--- src/rtl/win_line_scanner.sv ---
// rtl/win_line_scanner.sv - sequential in-a-row scanner, one field cell per clock
// Reports the first winning line and optionally counts every winning window.
module win_line_scanner #(
   parameter int ROWS         = 6,
   parameter int COLS         = 7,
   parameter int IN_A_ROW_LEN = 4,
   parameter int CNT_W        = 8,
   localparam int N           = ROWS * COLS,
   localparam int RW          = (ROWS > 1) ? $clog2(ROWS) : 1,
   localparam int CW          = (COLS > 1) ? $clog2(COLS) : 1
) (
   input  logic             i_clk,
   input  logic             i_rst,
   input  logic             i_start,
   input  logic             i_mode,
   input  logic [N-1:0]     i_field,
   output logic             o_busy,
   output logic             o_done,
   output logic             o_found,
   output logic [RW-1:0]    o_row,
   output logic [CW-1:0]    o_col,
   output logic [1:0]       o_dir,
   output logic [CNT_W-1:0] o_line_cnt
);

   typedef enum logic [1:0] {IDLE, SCAN, DONE} state_t;

   state_t           state, state_nxt;
   logic [N-1:0]     field;
   logic             mode;
   logic [RW-1:0]    r;
   logic [CW-1:0]    c;
   logic [3:0]       hit;
   logic             any_hit, last_cell;
   logic [1:0]       first_dir;
   logic [2:0]       hit_n;
   logic [CNT_W+2:0] cnt_sum;
   logic [CNT_W-1:0] cnt_sat;

   // Window from (r0,c0) stepping (dr,dc); any cell outside the field kills the match.
   function automatic logic win(input logic [N-1:0] f, input int r0, input int c0,
                                input int dr, input int dc);
      logic         ok;
      logic [N-1:0] sh;
      int           rr, cc;
      ok = 1'b1;
      for (int j = 0; j < IN_A_ROW_LEN; j++) begin
         rr = r0 + j * dr;
         cc = c0 + j * dc;
         if (rr < 0 || rr >= ROWS || cc < 0 || cc >= COLS) begin
            ok = 1'b0;
         end else begin
            sh = f >> (rr * COLS + cc);
            ok = ok & sh[0];
         end
      end
      return ok;
   endfunction

   always_comb begin
      hit[0]    = win(field, int'(r), int'(c), 0, 1);
      hit[1]    = win(field, int'(r), int'(c), 1, 0);
      hit[2]    = win(field, int'(r), int'(c), 1, 1);
      hit[3]    = win(field, int'(r), int'(c), 1, -1);
      any_hit   = |hit;
      last_cell = (r == RW'(ROWS - 1)) && (c == CW'(COLS - 1));
      if (hit[0])      first_dir = 2'd0;
      else if (hit[1]) first_dir = 2'd1;
      else if (hit[2]) first_dir = 2'd2;
      else             first_dir = 2'd3;
      hit_n   = 3'(hit[0]) + 3'(hit[1]) + 3'(hit[2]) + 3'(hit[3]);
      cnt_sum = {3'b000, o_line_cnt} + (CNT_W+3)'(hit_n);
      cnt_sat = (cnt_sum > {3'b000, {CNT_W{1'b1}}}) ? {CNT_W{1'b1}} : cnt_sum[CNT_W-1:0];
   end

   always_ff @(posedge i_clk) begin
      if (i_rst) state <= IDLE;
      else       state <= state_nxt;
   end

   always_comb begin
      state_nxt = state;
      case (state)
         IDLE, DONE: if (i_start) state_nxt = SCAN;
         SCAN:       if ((!mode && any_hit) || last_cell) state_nxt = DONE;
         default:    state_nxt = IDLE;
      endcase
   end

   always_ff @(posedge i_clk) begin
      if (i_rst) begin
         field      <= '0;
         mode       <= 1'b0;
         r          <= '0;
         c          <= '0;
         o_busy     <= 1'b0;
         o_done     <= 1'b0;
         o_found    <= 1'b0;
         o_row      <= '0;
         o_col      <= '0;
         o_dir      <= '0;
         o_line_cnt <= '0;
      end else begin
         o_done <= 1'b0;
         if (state != SCAN && i_start) begin
            field      <= i_field;
            mode       <= i_mode;
            r          <= '0;
            c          <= '0;
            o_busy     <= 1'b1;
            o_found    <= 1'b0;
            o_row      <= '0;
            o_col      <= '0;
            o_dir      <= '0;
            o_line_cnt <= '0;
         end else if (state == SCAN) begin
            // Only the first match in scan order is recorded.
            if (any_hit && !o_found) begin
               o_found <= 1'b1;
               o_row   <= r;
               o_col   <= c;
               o_dir   <= first_dir;
            end
            if (mode)         o_line_cnt <= cnt_sat;
            else if (any_hit) o_line_cnt <= CNT_W'(1);
            if (c == CW'(COLS - 1)) begin
               c <= '0;
               r <= r + 1'b1;
            end else begin
               c <= c + 1'b1;
            end
            if (state_nxt == DONE) begin
               o_busy <= 1'b0;
               o_done <= 1'b1;
            end
         end
      end
   end

endmodule

--- config.mk ---
export PLATFORM = sky130hd
export DESIGN_NAME = win_line_scanner
export DESIGN_NICKNAME = d
export VERILOG_FILES = /design/src/rtl/win_line_scanner.sv
export SDC_FILE = /design/constraint.sdc
export NUM_CORES = 1
export LEC_CHECK = 0
export BUFFER_PORTS_ARGS = -buffer_cell sky130_fd_sc_hd__buf_2
export CORE_MARGIN = 8
export CORE_UTILIZATION = 60
export DETAILED_ROUTE_END_ITERATION = 7
export GPL_TIMING_DRIVEN = 1
export PLACE_DENSITY = 0.9
export SYNTH_ARGS = -nofsm -noshare
export SYNTH_HDL_FRONTEND = slang
export SYNTH_SLANG_ARGS = --single-unit
--- constraint.sdc ---
create_clock -name i_clk -period 16 [get_ports i_clk]
set_input_delay 4.8 -clock i_clk [delete_from_list [all_inputs] [get_ports i_clk]]
set_output_delay 4.8 -clock i_clk [all_outputs]
set_load 0.05 [all_outputs]
==> results.md <==
- The fraction of registers with async set/reset is 0%.
- The largest driver fanout on the critical path is 17.
- On the final layout, the worst hold slack is 457 ps.
- The first-pass GRT wire length is 48.9 mm.
- By startpoint and endpoint, the worst setup path is classified as flip-flop to flip-flop.
- The flop and latch count out of synthesis is 70.
- The count of cells in the finished layout, fillers not included, comes to 1339.
- The worst pin sits at a relative slew slack of 8.51%.
- The class of the most critical hold timing path is flip-flop to flip-flop.
- The count of synthesis-stage warnings from yosys is 0.
- Of the total power, the share spent switching nets is 34.3%.
- The net count after synthesis is 1243.
- The core area is 15900 um^2.
- The nature of the critical path startpoint is a flip-flop.
- The run finished with clean final reports.
- The largest voltage drop on the vdd net is 0.0768 mV.
- The endpoint kind of the worst setup timing path is a flip-flop.
- The sum of routed wire length over all layers is 30.7 mm.
- In this run, flip-flops and latches consume 27.8% of the power.
- The arrival time at the worst endpoint is 8310 ps.
- Static timing analysis puts the maximum clock frequency at 123 MHz.
- Summed over all failing endpoints, the final setup total negative slack is 0 ps.
- Power comes to 0.698 mW.
- The internal power is 0.458 mW.
- Hold repair after CTS inserted 0 buffers.
- The worst reg2reg path depth is 21.
- The aggregate global-route resource usage is 30.3%.
- Prior to clock tree synthesis, the placed netlist has a worst setup slack of 8070 ps.
- The final routed DRC violation total is 0.
- The startpoint of the most critical register-to-register path is r[0].
- For the worst setup path, the data required time is 16200 ps.
- The total overflow left after global routing is 0.
- The die width is 144 um.
- For this block, the initial DRC count from the detailed router was 1164.
- The synthesized netlist contains 80 unique library cells.
- The cell count after placement is 1323.
- The slack of the worst reg-to-reg path is 7890 ps.
- In the final routed layout, each cell accounts on average for 22.9 um.
- The I/O pin total is 65.
- Setup repair after global routing left no endpoint under its margin.
- The worst hold path stage count is 2.
- The total vias in the final route is 9353.
- The total half-perimeter wirelength after legalization and detailed placement is 23.1 mm.
- The via count normalized by instance count is 6.99.
- The number of antenna violations at the first check in global routing is 1.
- The post-synthesis sequential area ratio is 14.3%.
- The slowest stage of the critical path belongs to the cell sky130_fd_sc_hd__a21boi_0.
- The worst-skew pair later-pin latency is 340 ps.
- The analysis attributes to cell leakage a power of 4.31 nW.
- Clock tree synthesis found a total of 70 sinks.
- On the worst path, the slowest cell contributes a delay of 1060 ps.
- The clock tree root driver cell is sky130_fd_sc_hd__clkbuf_16.
- The count of nets left with antenna violations once routing finished came out at 0.
- The post-route netlist has 18.9% of its cells at a drive strength greater than 1.
- The largest net degree at the start of global routing is 59.
- The die covers 20600 um^2.
- Grouping stages by cell kind, the critical path spends the most delay in compound AO/OA/AOI/OAI gates.
- The number of rows created at floorplan is 46.
- The synthesis-to-layout area growth is 7.79%.
- The power per cell area is 66.2 nW/um^2.
- The global placement routability congestion is 1.05.
- The number of antenna diodes in the final layout is 0.
- The endpoint identified for the worst register-to-register timing path is o_line_cnt[5].
- The CTS H-tree depth is 3.
- The setup skew after layout is 13.6 ps.
- Setup violations remaining at the end of the flow were counted as 0.
- The number of CTS-inserted buffers is 9.
- Counting every instance in the synthesized netlist gives 1079.
- The worst hold path terminates at o_row[1].
- In this run the cell area of the synthesized design comes to 9780 um^2.
- The floorplan step set the die height to 144 um.
- The clock share of power is 34.1%.
- The number of buffers and inverters on the critical path is 3.
- The total net switching power is 0.239 mW.
- The number of max-capacitance violations reported is 0.
- In the finished design, the share of the clock period the worst path needs comes to 50.7%.
- The startpoint of the most critical hold path is o_row[1].
- Per report_power, the combinational group accounts for 38.1% of the total.
- The buffer count from post-CTS setup fixing is 0.
- The initial core utilization is 61.5%.
- Each instance of the synthesized netlist takes up on average 9.06 um^2.
- The via count of the first global-routing pass came to 9134.
- Clock-pin slew was measured on the worst setup and hold paths at 60 ps.
- The layout net count is 1282.
- In the synthesized netlist the dominant register cell turns out to be sky130_fd_sc_hd__dfxtp_1.
- Walking the worst path, the cells encountered are inv_1 -> ha_1 -> xnor2_1 -> inv_1 -> fa_1 -> xnor2_1 -> ha_1 -> ha_1 -> a21boi_0 -> o21ai_0 -> a21boi_0 -> o311ai_1 -> a2111o_1 -> or4_4 -> fa_1 -> inv_1 -> a21oi_1 -> nor3b_1 -> nand3_1 -> mux2i_1 -> nor3_1.
- Before antenna repair, the detailed router went through 6 iterations.
- The count of input and output buffers is 64.
- The number of pins with negative max-slew slack in the final report was 0.
- The number of buffers on the longest clock path is 2.
- The time the worst path needs with I/O delays and setup is 8110 ps.
- For the pin with the worst max-slew slack, the measured transition is 1360 ps.
- Post-CTS repair changed the size of 0 cells.
- The count of endpoints failing hold in the final timing report is 0.
- The setup slack of the critical path after layout is 7890 ps.
- The TritonCTS clock tree is yes.
- Counting flops with a built-in enable in the synthesized netlist gives 0.
## routing by layer
metal | global-route usage [%] | vias up | routed length, um
li1 | - | 4078 | -
met1 | 36.4 | 4382 | 11300
met2 | 48.4 | 699 | 14100
met3 | 6.54 | 192 | 3250
met4 | 19.7 | 2 | 2010
met5 | 0 | - | 16
## cell families after synthesis
group / synth area share, %
AOI/OAI and AO/OA: 15.9
xor gates and xnor gates: 5.98
adders and majority gates: 17.0
buffers and inverters: 4.29
DFF: 14.3
muxes: 25.7
and+or+nand+nor: 16.8
## power by group through the flow
stage / Clock, mW / Sequential [mW] / Combinational, mW
floorplan: 0 / 0.194 / 0.196
global placement: 0 / 0.196 / 0.246
detailed placement: 0 / 0.197 / 0.254
CTS: 0.239 / 0.194 / 0.256
global route: 0.246 / 0.195 / 0.282
finish: 0.238 / 0.194 / 0.266
## area by class of cell
| class | count | area [um^2] |
|---|---|---|
| multi-input cells | 916 | 7960 |
| fillers | 1242 | 5350 |
| flip-flops and latches | 70 | 1400 |
| repair buffers | 69 | 358 |
| well taps | 216 | 270 |
| clock buffers | 10 | 239 |
| inverters | 52 | 195 |
| clock inverters | 6 | 116 |
## cells in the mapped netlist, types with 8 or more instances
cell | instances | share of area (%)
sky130_fd_sc_hd__nor3_1 | 12 | 0.61
sky130_fd_sc_hd__dfxtp_1 | 70 | 14
sky130_fd_sc_hd__nand2b_1 | 18 | 1.2
sky130_fd_sc_hd__nand3_1 | 28 | 1.4
sky130_fd_sc_hd__mux2_2 | 36 | 4.1
sky130_fd_sc_hd__xor2_1 | 18 | 1.6
sky130_fd_sc_hd__ha_1 | 93 | 12
sky130_fd_sc_hd__o21ai_0 | 37 | 1.9
sky130_fd_sc_hd__inv_1 | 50 | 1.9
sky130_fd_sc_hd__nor2b_1 | 13 | 0.83
sky130_fd_sc_hd__nor3b_1 | 10 | 0.77
sky130_fd_sc_hd__clkbuf_1 | 26 | 1.0
sky130_fd_sc_hd__o21a_1 | 9 | 0.69
sky130_fd_sc_hd__and3_1 | 8 | 0.51
sky130_fd_sc_hd__nor2_1 | 50 | 1.9
sky130_fd_sc_hd__nand2_1 | 132 | 5.1
sky130_fd_sc_hd__mux2i_1 | 54 | 5.5
sky130_fd_sc_hd__a21o_1 | 16 | 1.2
sky130_fd_sc_hd__xnor2_1 | 45 | 4.0
sky130_fd_sc_hd__fa_1 | 25 | 5.1
sky130_fd_sc_hd__nand4_1 | 8 | 0.51
sky130_fd_sc_hd__a211oi_1 | 16 | 1.2
sky130_fd_sc_hd__mux4_2 | 66 | 15
sky130_fd_sc_hd__a21oi_1 | 98 | 5.0
sky130_fd_sc_hd__nor4_1 | 8 | 0.51
## worst max path at each step
stage	from	to	slack (ps)	cells after the start
after floorplan	r[0]	o_line_cnt[6]	8450	24
after global placement	r[0]	o_line_cnt[6]	8360	24
after detailed placement	r[0]	o_line_cnt[6]	8070	24
after CTS	r[0]	o_line_cnt[5]	7990	23
after global routing	r[0]	o_line_cnt[5]	7540	24
final	r[0]	o_line_cnt[5]	7890	21
## state kept, by name, indices dropped and copies added (netlist names)
name        flops
state           2
o_busy          1
o_done          1
o_col           3
c               3
r               3
o_dir           2
mode            1
o_line_cnt      8
field          42
o_found         1
o_row           3
## layout by cell type, fill, tap and decap left out, drive strengths merged, types with 25 or more instances in the layout
| cell | count |
|---|---|
| mux2i | 54 |
| dfxtp | 70 |
| xnor2 | 45 |
| mux2 | 36 |
| nand2 | 132 |
| a21oi | 98 |
| fa | 25 |
| nor2 | 50 |
| nand3 | 28 |
| mux4 | 69 |
| o21ai | 37 |
| ha | 93 |
| inv | 52 |
| buf | 69 |
## worst min-delay path, delay by kind of cell (launching register included)
family	cells	cell delay [ps]
and+or+nand+nor	1	50
DFF	1	300
muxes	1	50
## per-stage QoR
step	util, %	area [um^2]
floorplan	-	9780
global route	66.3	10500
CTS	66.3	10500
detailed placement	64.1	10200
global placement	64.1	10200
finish	66.3	10500
Note: power is estimated with default switching activity, not from simulation.
